`src/rtl/calc_pkg.sv`:
```
// Shared types and constants for the calculator keypad front end.
package calc_pkg;

   typedef enum logic [1:0] {
      S_SCAN,
      S_DEBOUNCE,
      S_HELD,
      S_RELEASE
   } state_t;

   // KEYMAP[row][col]: hex value printed on each key.
   localparam logic [3:0] KEYMAP [4][4] = '{
      '{4'h1, 4'h2, 4'h3, 4'hA},
      '{4'h4, 4'h5, 4'h6, 4'hB},
      '{4'h7, 4'h8, 4'h9, 4'hC},
      '{4'hE, 4'h0, 4'hF, 4'hD}
   };

   localparam logic [3:0] ROW_RESET = 4'b1110;

   // Lowest-index low column wins when several keys share the driven row.
   function automatic logic [1:0] first_low(input logic [3:0] c);
      if (!c[0])      return 2'd0;
      else if (!c[1]) return 2'd1;
      else if (!c[2]) return 2'd2;
      else            return 2'd3;
   endfunction

   function automatic logic [1:0] row_index(input logic [3:0] r);
      case (r)
         4'b1101: return 2'd1;
         4'b1011: return 2'd2;
         4'b0111: return 2'd3;
         default: return 2'd0;
      endcase
   endfunction

endpackage

```
`src/rtl/sync2.sv`:
```
// Generic two-flop synchronizer; resets to all ones (idle for active-low lines).
module sync2 #(
   parameter int N = 4
) (
   input  logic         clk,
   input  logic         reset,
   input  logic [N-1:0] d,
   output logic [N-1:0] q
);

   logic [N-1:0] meta;

   always_ff @(posedge clk) begin
      if (!reset) begin
         meta <= '1;
         q    <= '1;
      end else begin
         meta <= d;
         q    <= meta;
      end
   end

endmodule

```
`src/rtl/keypad_entry.sv`:
```
// 4x4 keypad scanner with debounce; accepted keys shift into a 16-bit entry register.
module keypad_entry
   import calc_pkg::*;
#(
   parameter int SCAN_DIV = 50000,
   parameter int DEBOUNCE = 4
) (
   input  logic        clk,
   input  logic        reset,
   input  logic [3:0]  col,
   input  logic        clr,
   output logic [3:0]  row,
   output logic [15:0] data,
   output logic [3:0]  key_code,
   output logic        key_valid
);

   localparam int SW = $clog2(SCAN_DIV);
   localparam int CW = $clog2(DEBOUNCE + 1);
   localparam logic [SW-1:0] SLOT_LAST = SW'(SCAN_DIV - 1);
   localparam logic [CW-1:0] CNT_DONE  = CW'(DEBOUNCE);
   localparam logic [CW-1:0] CNT_ONE   = CW'(1);

   logic [3:0]    cs;
   logic [SW-1:0] slot;
   state_t        state, state_next;
   logic [3:0]    cand, cand_next;
   logic [CW-1:0] match, match_next;
   logic [CW-1:0] rel, rel_next;
   logic          sample, idle, rotate, accept;
   logic [3:0]    code;

   sync2 #(.N(4)) u_sync (
      .clk   (clk),
      .reset (reset),
      .d     (col),
      .q     (cs)
   );

   assign sample = (slot == SLOT_LAST);
   assign idle   = &cs;
   assign code   = KEYMAP[row_index(row)][first_low(cs)];

   always_ff @(posedge clk) begin
      if (!reset) begin
         state <= S_SCAN;
         slot  <= '0;
         cand  <= '0;
         match <= '0;
         rel   <= '0;
         row   <= ROW_RESET;
      end else begin
         state <= state_next;
         slot  <= sample ? '0 : slot + 1'b1;
         cand  <= cand_next;
         match <= match_next;
         rel   <= rel_next;
         if (rotate)
            row <= {row[2:0], row[3]};
      end
   end

   always_comb begin
      state_next = state;
      cand_next  = cand;
      match_next = match;
      rel_next   = rel;
      rotate     = 1'b0;
      accept     = 1'b0;
      if (sample) begin
         case (state)
            S_SCAN: begin
               if (idle) begin
                  rotate = 1'b1;
               end else begin
                  cand_next  = code;
                  match_next = CNT_ONE;
                  state_next = S_DEBOUNCE;
               end
            end
            S_DEBOUNCE: begin
               if (!idle && code == cand) begin
                  match_next = match + CNT_ONE;
                  if (match_next == CNT_DONE) begin
                     accept     = 1'b1;
                     state_next = S_HELD;
                  end
               end else begin
                  rotate     = 1'b1;
                  state_next = S_SCAN;
               end
            end
            S_HELD: begin
               // Any non-idle pattern (even a different key) keeps us here.
               if (idle) begin
                  rel_next   = CNT_ONE;
                  state_next = S_RELEASE;
               end
            end
            S_RELEASE: begin
               if (idle) begin
                  rel_next = rel + CNT_ONE;
                  if (rel_next == CNT_DONE) begin
                     rotate     = 1'b1;
                     state_next = S_SCAN;
                  end
               end else begin
                  state_next = S_HELD;
               end
            end
            default: state_next = S_SCAN;
         endcase
      end
   end

   // Clear takes priority over a coincident shift; key_code/key_valid still update.
   always_ff @(posedge clk) begin
      if (!reset) begin
         data      <= '0;
         key_code  <= '0;
         key_valid <= 1'b0;
      end else begin
         key_valid <= accept;
         if (accept)
            key_code <= cand;
         if (clr)
            data <= '0;
         else if (accept)
            data <= {data[11:0], cand};
      end
   end

endmodule

```
`config.mk`:
```
export PLATFORM = sky130hd
export DESIGN_NAME = keypad_entry
export DESIGN_NICKNAME = d
export VERILOG_FILES = /design/src/rtl/calc_pkg.sv /design/src/rtl/sync2.sv /design/src/rtl/keypad_entry.sv
export SDC_FILE = /design/constraint.sdc
export NUM_CORES = 1
export LEC_CHECK = 0
export CAP_MARGIN = 10
export CORE_MARGIN = 4
export CORE_UTILIZATION = 55
export DETAILED_ROUTE_END_ITERATION = 7
export PLACE_DENSITY = 0.85
export SLEW_MARGIN = 40
export SYNTH_ARGS = -nofsm -noshare
export SYNTH_HDL_FRONTEND = slang
export SYNTH_SLANG_ARGS = --single-unit
export TNS_END_PERCENT = 100
```
`constraint.sdc`:
```
create_clock -name clk -period 2.5 [get_ports clk]
set_input_delay 0.5 -clock clk [delete_from_list [all_inputs] [get_ports clk]]
set_output_delay 0.5 -clock clk [all_outputs]
set_load 0.02 [all_outputs]
```
==> results of run 1 <==
[area by class of cell]
cell class              instances  area, µm²
fillers                       389       1605
multi-input cells             229       1529
flip-flops and latches         61       1225
repair buffers                 43      412.9
clock buffers                  12      145.1
well taps                      70      87.58
clock inverters                 4      47.55
inverters                       6      22.52
[path summary, 6_finish.rpt]
| kind | from | end | cells past startpoint |
|---|---|---|---|
| setup / recovery | row[0] | data[9] | 8 |
| hold / removal | u_sync.meta[1] | u_sync.q[1] | 1 |
| setup reg to reg | row[0] | data[9] | 8 |
| hold reg to reg | u_sync.meta[1] | u_sync.q[1] | 1 |
[critical path, cell delays in order, from the launching register on]
cell      delay (ps)
dfxtp_1          520
nand4b_4         160
o2111a_1         300
o21ai_1          260
nand3b_4         130
nor4_4           340
buf_12           230
mux2i_1          220
nor2_1            50
[layout by cell type (no fill, tap or decap), types with 3 or more instances in the layout]
| cell | synthesis | final |
|---|---|---|
| and3_1 | 6 | 6 |
| o21ai_0 | 8 | 8 |
| xor2_1 | 9 | 8 |
| buf_4 | 2 | 11 |
| nand4_1 | 4 | 4 |
| a21oi_1 | 11 | 11 |
| xnor2_1 | 8 | 8 |
| nor2_1 | 46 | 46 |
| nand4b_1 | 4 | 4 |
| nand3_1 | 17 | 17 |
| clkbuf_8 | 0 | 10 |
| clkdlybuf4s50_1 | 0 | 31 |
| a31oi_1 | 5 | 5 |
| dfxtp_1 | 61 | 58 |
| nand2b_1 | 12 | 12 |
| ha_1 | 5 | 5 |
| o21ai_1 | 3 | 3 |
| nor2b_1 | 6 | 6 |
| mux2i_1 | 23 | 23 |
| and2_1 | 5 | 5 |
| inv_1 | 6 | 6 |
| dfxtp_2 | 0 | 3 |
| nor3_1 | 7 | 7 |
| nand2_1 | 18 | 18 |
[kinds of logic after synthesis]
logic type | after synthesis | synth area share [%]
AO/OA/AOI/OAI | 41 | 9.730
adder cells (fa/ha/maj) | 5 | 2.182
flip-flops | 61 | 42.58
AND/OR/NAND/NOR | 143 | 27.92
buffers and inverters | 22 | 4.362
XOR/XNOR | 17 | 5.192
multiplexers | 23 | 8.028
[flip-flops by register name, summed over array words and instances (netlist names), 4 cells and up]
register / count
slot: 16
row: 4
key_code: 4
cand: 4
u_sync.meta: 4
data: 16
u_sync.q: 4
[power by group]
group          internal, µW  switching [µW]  total [µW]
combinational          31.8            43.7        75.6
clock                   485             371         855
sequential              982            5.76         988
total                  1500             420        1920
[per-stage QoR]
stage | power (µW) | instance area [µm²]
3_5_place_dp | 1084 | 3266
5_1_grt | 1977 | 3470
4_1_cts | 1931 | 3458
2_1_floorplan | 1062 | 2868
6_report | 1918 | 3470
3_3_place_gp | 1082 | 3266
[layer usage]
layer,GRT usage [%],vias up,routed length (µm),share of wire [%]
li1,-,1166,-,-
met1,24.24,1077,2697,47
met2,32.12,51,2683,46
met3,5.942,14,240,4.1
met4,11.82,0,168,2.9
met5,0,-,0,0
==> results_dict.tcl, run 1 <==
set metrics [dict create \
    outcome "complete, no violations" \
    grt_pass1_wl_um 10210 \
    drv_slew 0 \
    post-cts-setup-buffers 0 \
    cts_buffer_depth 2 \
    cp-end-kind "flip-flop" \
    ys_seq_elements 61 \
    ys_dominant_reg_cell "dfxtp_1" \
    drt-vias-per-instance 5.431 \
    synth_top_area_share_pct 42.58 \
    port_buffers 31 \
    finClkSkew_ps 5.504 \
    detail-route-antenna-nets 0 \
    initial_core_util_pct 56.51 \
    start_kind "flip-flop" \
    drt-initial-drc-count 89 \
    track_usage_pct 20.27 \
    synth.area.top_cells "dfxtp_1, mux2i_1, nor2_1" \
    power.density_nw_per_um2 552.9 \
    critical_path_class "flip-flop to flip-flop" \
    synth_edf_count 0 \
    dp_worst_setup_slack_ps 83.55 \
    postSynthCellCount 312 \
    final.setup.tns_ps 0 \
    synth_area_um2 2868 \
    synth.most_common_cell "dfxtp_1" \
    r2r_slack_ps 150 \
    drive_above_1_share_pct 10.99 \
    gp_congestion 0.8531 \
    dp_hpwl_um 3995 \
    dieHeight_um 80.21 \
    antenna_found_initial 0 \
    path_clk_slew_ps 70 \
    yosys_warnings 0 \
    finalSetupViolations 0 \
    synth_commonest_cells "dfxtp_1, nor2_1, mux2i_1" \
    synth_seq_area_share_pct 42.58 \
    max_freq_ghz 0.4258 \
    max_cap_violations 0 \
    path_max_fanout 25 \
    io-pin-count 32 \
    cts.htree.levels 3 \
    cts_made_buffers 9 \
    cts_root_buf "clkbuf_8" \
    avgSynthCellArea_um2 9.192 \
    wl_um 5791 \
    cts.sinks 61 \
    areaGrowthSynthToFinish_pct 20.99 \
    hold_viol 0 \
    async_flop_share_pct 0 \
    placedCellCount 409 \
    synth_nets 324 \
    rows 26 \
    fin_util_pct 68.37 \
    tightest_slew_ps 582.2 \
    p_leak_uw 0.001247 \
    slew_headroom_pct 61.18 \
    synth_cell_types 55 \
    cts.repair.resized 0 \
    insertedDiodeCount 0 \
    cts_tree "built" \
    grt_pass1_vias 2361 \
    grt_max_degree 26 \
    period_minus_slack_ps 2349 \
    layout.cells.non_filler 425 \
    die_area_um2 6434 \
    irDropWorstVdd_uv 489.0 \
    holdBufCountCts 0 \
    fin_ws_ps 151.4 \
    die_x_um 80.21 \
    crit_required_ps 2710 \
    min_period_over_period_pct 93.94 \
    vias 2308 \
    hp-class "flip-flop to flip-flop" \
    clk_latency_ps 340 \
    drc 0 \
    hold_ws_ps 408.1 \
    drt-pass1-iter-count 4 \
    rsz0062_at_grt "no" \
    yosys.area.top_type "dfxtp_1" \
    wire_per_inst_um 13.63 \
    nets 362 \
    grt.overflow.total 0 \
    core_um2 5075 \
    crit_arrival_ps 2560 \
]
No activity file was read; power rests on OpenSTA's default activity.
==> run 2, diff against run 1 <==
PLACE_DENSITY = unset   (was 0.85)
PLACE_DENSITY_LB_ADDON = 0.25   (was unset)
==> run 2 against run 1 <==
Register-to-register slack gained 50 ps. Worst setup slack improved by 46 ps. Sequential power hardly changed. Utilization fell by 0.79 points. Clock power decreased by 7.5%. Largest power group unchanged. Sequential share of layout area is 0.45 points higher. Critical endpoint is now row[3]. Via count is 2.7% lower. Highest routed layer unchanged. First-iteration DRC count up 39%.
==> results_dict.tcl, run 2 (same netlist as run 1, synthesis figures left out) <==
set metrics [dict create \
    cts.sinks 61 \
    cts_buffer_depth 2 \
    port_buffers 31 \
    finClkSkew_ps 7.712 \
    fin_util_pct 67.58 \
    crit_cells 9 \
    hp-class "flip-flop to flip-flop" \
    cts.htree.levels 3 \
    critPathMostFrequentCell "buf_4" \
    final.setup.tns_ps 0 \
    drive_above_1_share_pct 10.29 \
    combPwrFrac_pct 4.0 \
    num-fill-cells 442 \
    hold_viol 0 \
    final_cell_area_um2 3430 \
    hold_ws_ps 407.9 \
    min_period_over_period_pct 92.11 \
    path_clk_slew_ps 70 \
    outcome "complete, no violations" \
    max_stage_delay_ps 380 \
    clk_latency_ps 340 \
    critPathSlowestCell "dfxtp_2" \
    tightest_slew_ps 580.1 \
    vias 2246 \
    rows 26 \
    dieHeight_um 80.21 \
    path_buf_inv 2 \
    crit_arrival_ps 2570 \
    initial_core_util_pct 56.51 \
    detail-route-antenna-nets 0 \
    crit_start "row[3]" \
    slew_headroom_pct 61.32 \
    dp_hpwl_um 3951 \
    finalSetupViolations 0 \
    power.density_nw_per_um2 540.8 \
    drc 0 \
    reg2reg_depth 9 \
    reg.largest.list "data x16, slot x16" \
    drt-vias-per-instance 5.348 \
    post-cts-setup-buffers 0 \
    drt-initial-drc-count 124 \
    crit_required_ps 2760 \
    grt.overflow.total 0 \
    track_usage_pct 20.19 \
    gp_congestion 0.9384 \
    core_um2 5075 \
    max_cap_violations 0 \
    grt_pass1_vias 2201 \
    p_sw_uw 406.9 \
    mostFrequentLayoutCells "dfxtp_1, nor2_1, clkdlybuf4s50_1, mux2i_1, nand2_1" \
    crit_chain "buf_4 -> and3b_1 -> a211o_1 -> a41o_1 -> o22ai_2 -> nor3_1 -> a211oi_2 -> buf_4 -> mux2i_1" \
    grt_max_degree 26 \
    cts_root_buf "clkbuf_8" \
    rsz0062_at_grt "no" \
    drv_slew 0 \
    hold_depth 1 \
    die_area_um2 6434 \
    insertedDiodeCount 0 \
    final_common_cell "dfxtp_1" \
    cp-end-kind "flip-flop" \
    placed_area_um2 3236 \
    drt-pass1-iter-count 4 \
    io-pin-count 32 \
    p_clk_share_pct 42.7 \
    hp-start "u_sync.meta[2]" \
    p_sw_share_pct 21.94 \
    die_x_um 80.21 \
    grt_pass1_wl_um 10090 \
    r2r-start "row[3]" \
    critical_path_class "flip-flop to flip-flop" \
    cts_tree "built" \
    internal_power_uw 1448 \
    period_minus_slack_ps 2303 \
    nets 358 \
    wl_um 5718 \
    irDropWorstVdd_uv 371.4 \
    wire_per_inst_um 13.61 \
    power_frac_seq_pct 53.3 \
    start_kind "flip-flop" \
    cts_made_buffers 9 \
    antenna_found_initial 0 \
    areaGrowthSynthToFinish_pct 19.59 \
    max_freq_ghz 0.4342 \
    path_max_fanout 12 \
    crit_family "compound AO/OA/AOI/OAI gates" \
    p_leak_uw 0.001226 \
]
run 2: what timing repair did:
| item | 4_1_cts | 5_1_grt |
|---|---|---|
| hold buffers | 0 | 0 |
| resized for setup | 0 | 6 |
| setup endpoints to repair | 0 | 25 |
run 2: path summary, 6_finish.rpt:
check	end	slack, ps
worst min-delay path	u_sync.q[2]	410
worst max-delay path	row[3]	200
worst max register to register	row[3]	200
worst min register to register	u_sync.q[2]	410
run 2: metrics by stage:
step	instances	setup WS (ps)	power, µW
3_5_place_dp	405	22.36	1084
6_report	420	197.1	1855
4_1_cts	420	12.94	1869
3_3_place_gp	405	87.60	1082
2_1_floorplan	312	32.11	1062
5_1_grt	420	15.03	1920
run 2: cell type report:
type / count / area [µm²] / share of cell area (%)
multi-input cells: 229 / 1533 / 44.69
flip-flops and latches: 61 / 1226 / 35.75
clock inverters: 1 / 5.005 / 0.1459
clock buffers: 14 / 172.7 / 5.035
inverters: 6 / 22.52 / 0.6567
repair buffers: 39 / 382.9 / 11.16
well taps: 70 / 87.58 / 2.554
run 2: power groups by stage:
stage / clock network, µW / logic, µW / registers, µW
global placement: 0 / 72.0 / 1010
CTS: 806 / 74.7 / 989
global route: 847 / 83.4 / 989
finish: 791 / 74.3 / 989
detailed placement: 0 / 74.0 / 1010
floorplan: 0 / 53.3 / 1010
run 2: per-layer routing:
| metal | track usage, % | wire length, µm |
|---|---|---|
| met4 | 10.30 | 68 |
| met5 | 0 | 0 |
| met3 | 5.493 | 250 |
| met1 | 26.65 | 2769 |
| met2 | 30.05 | 2628 |
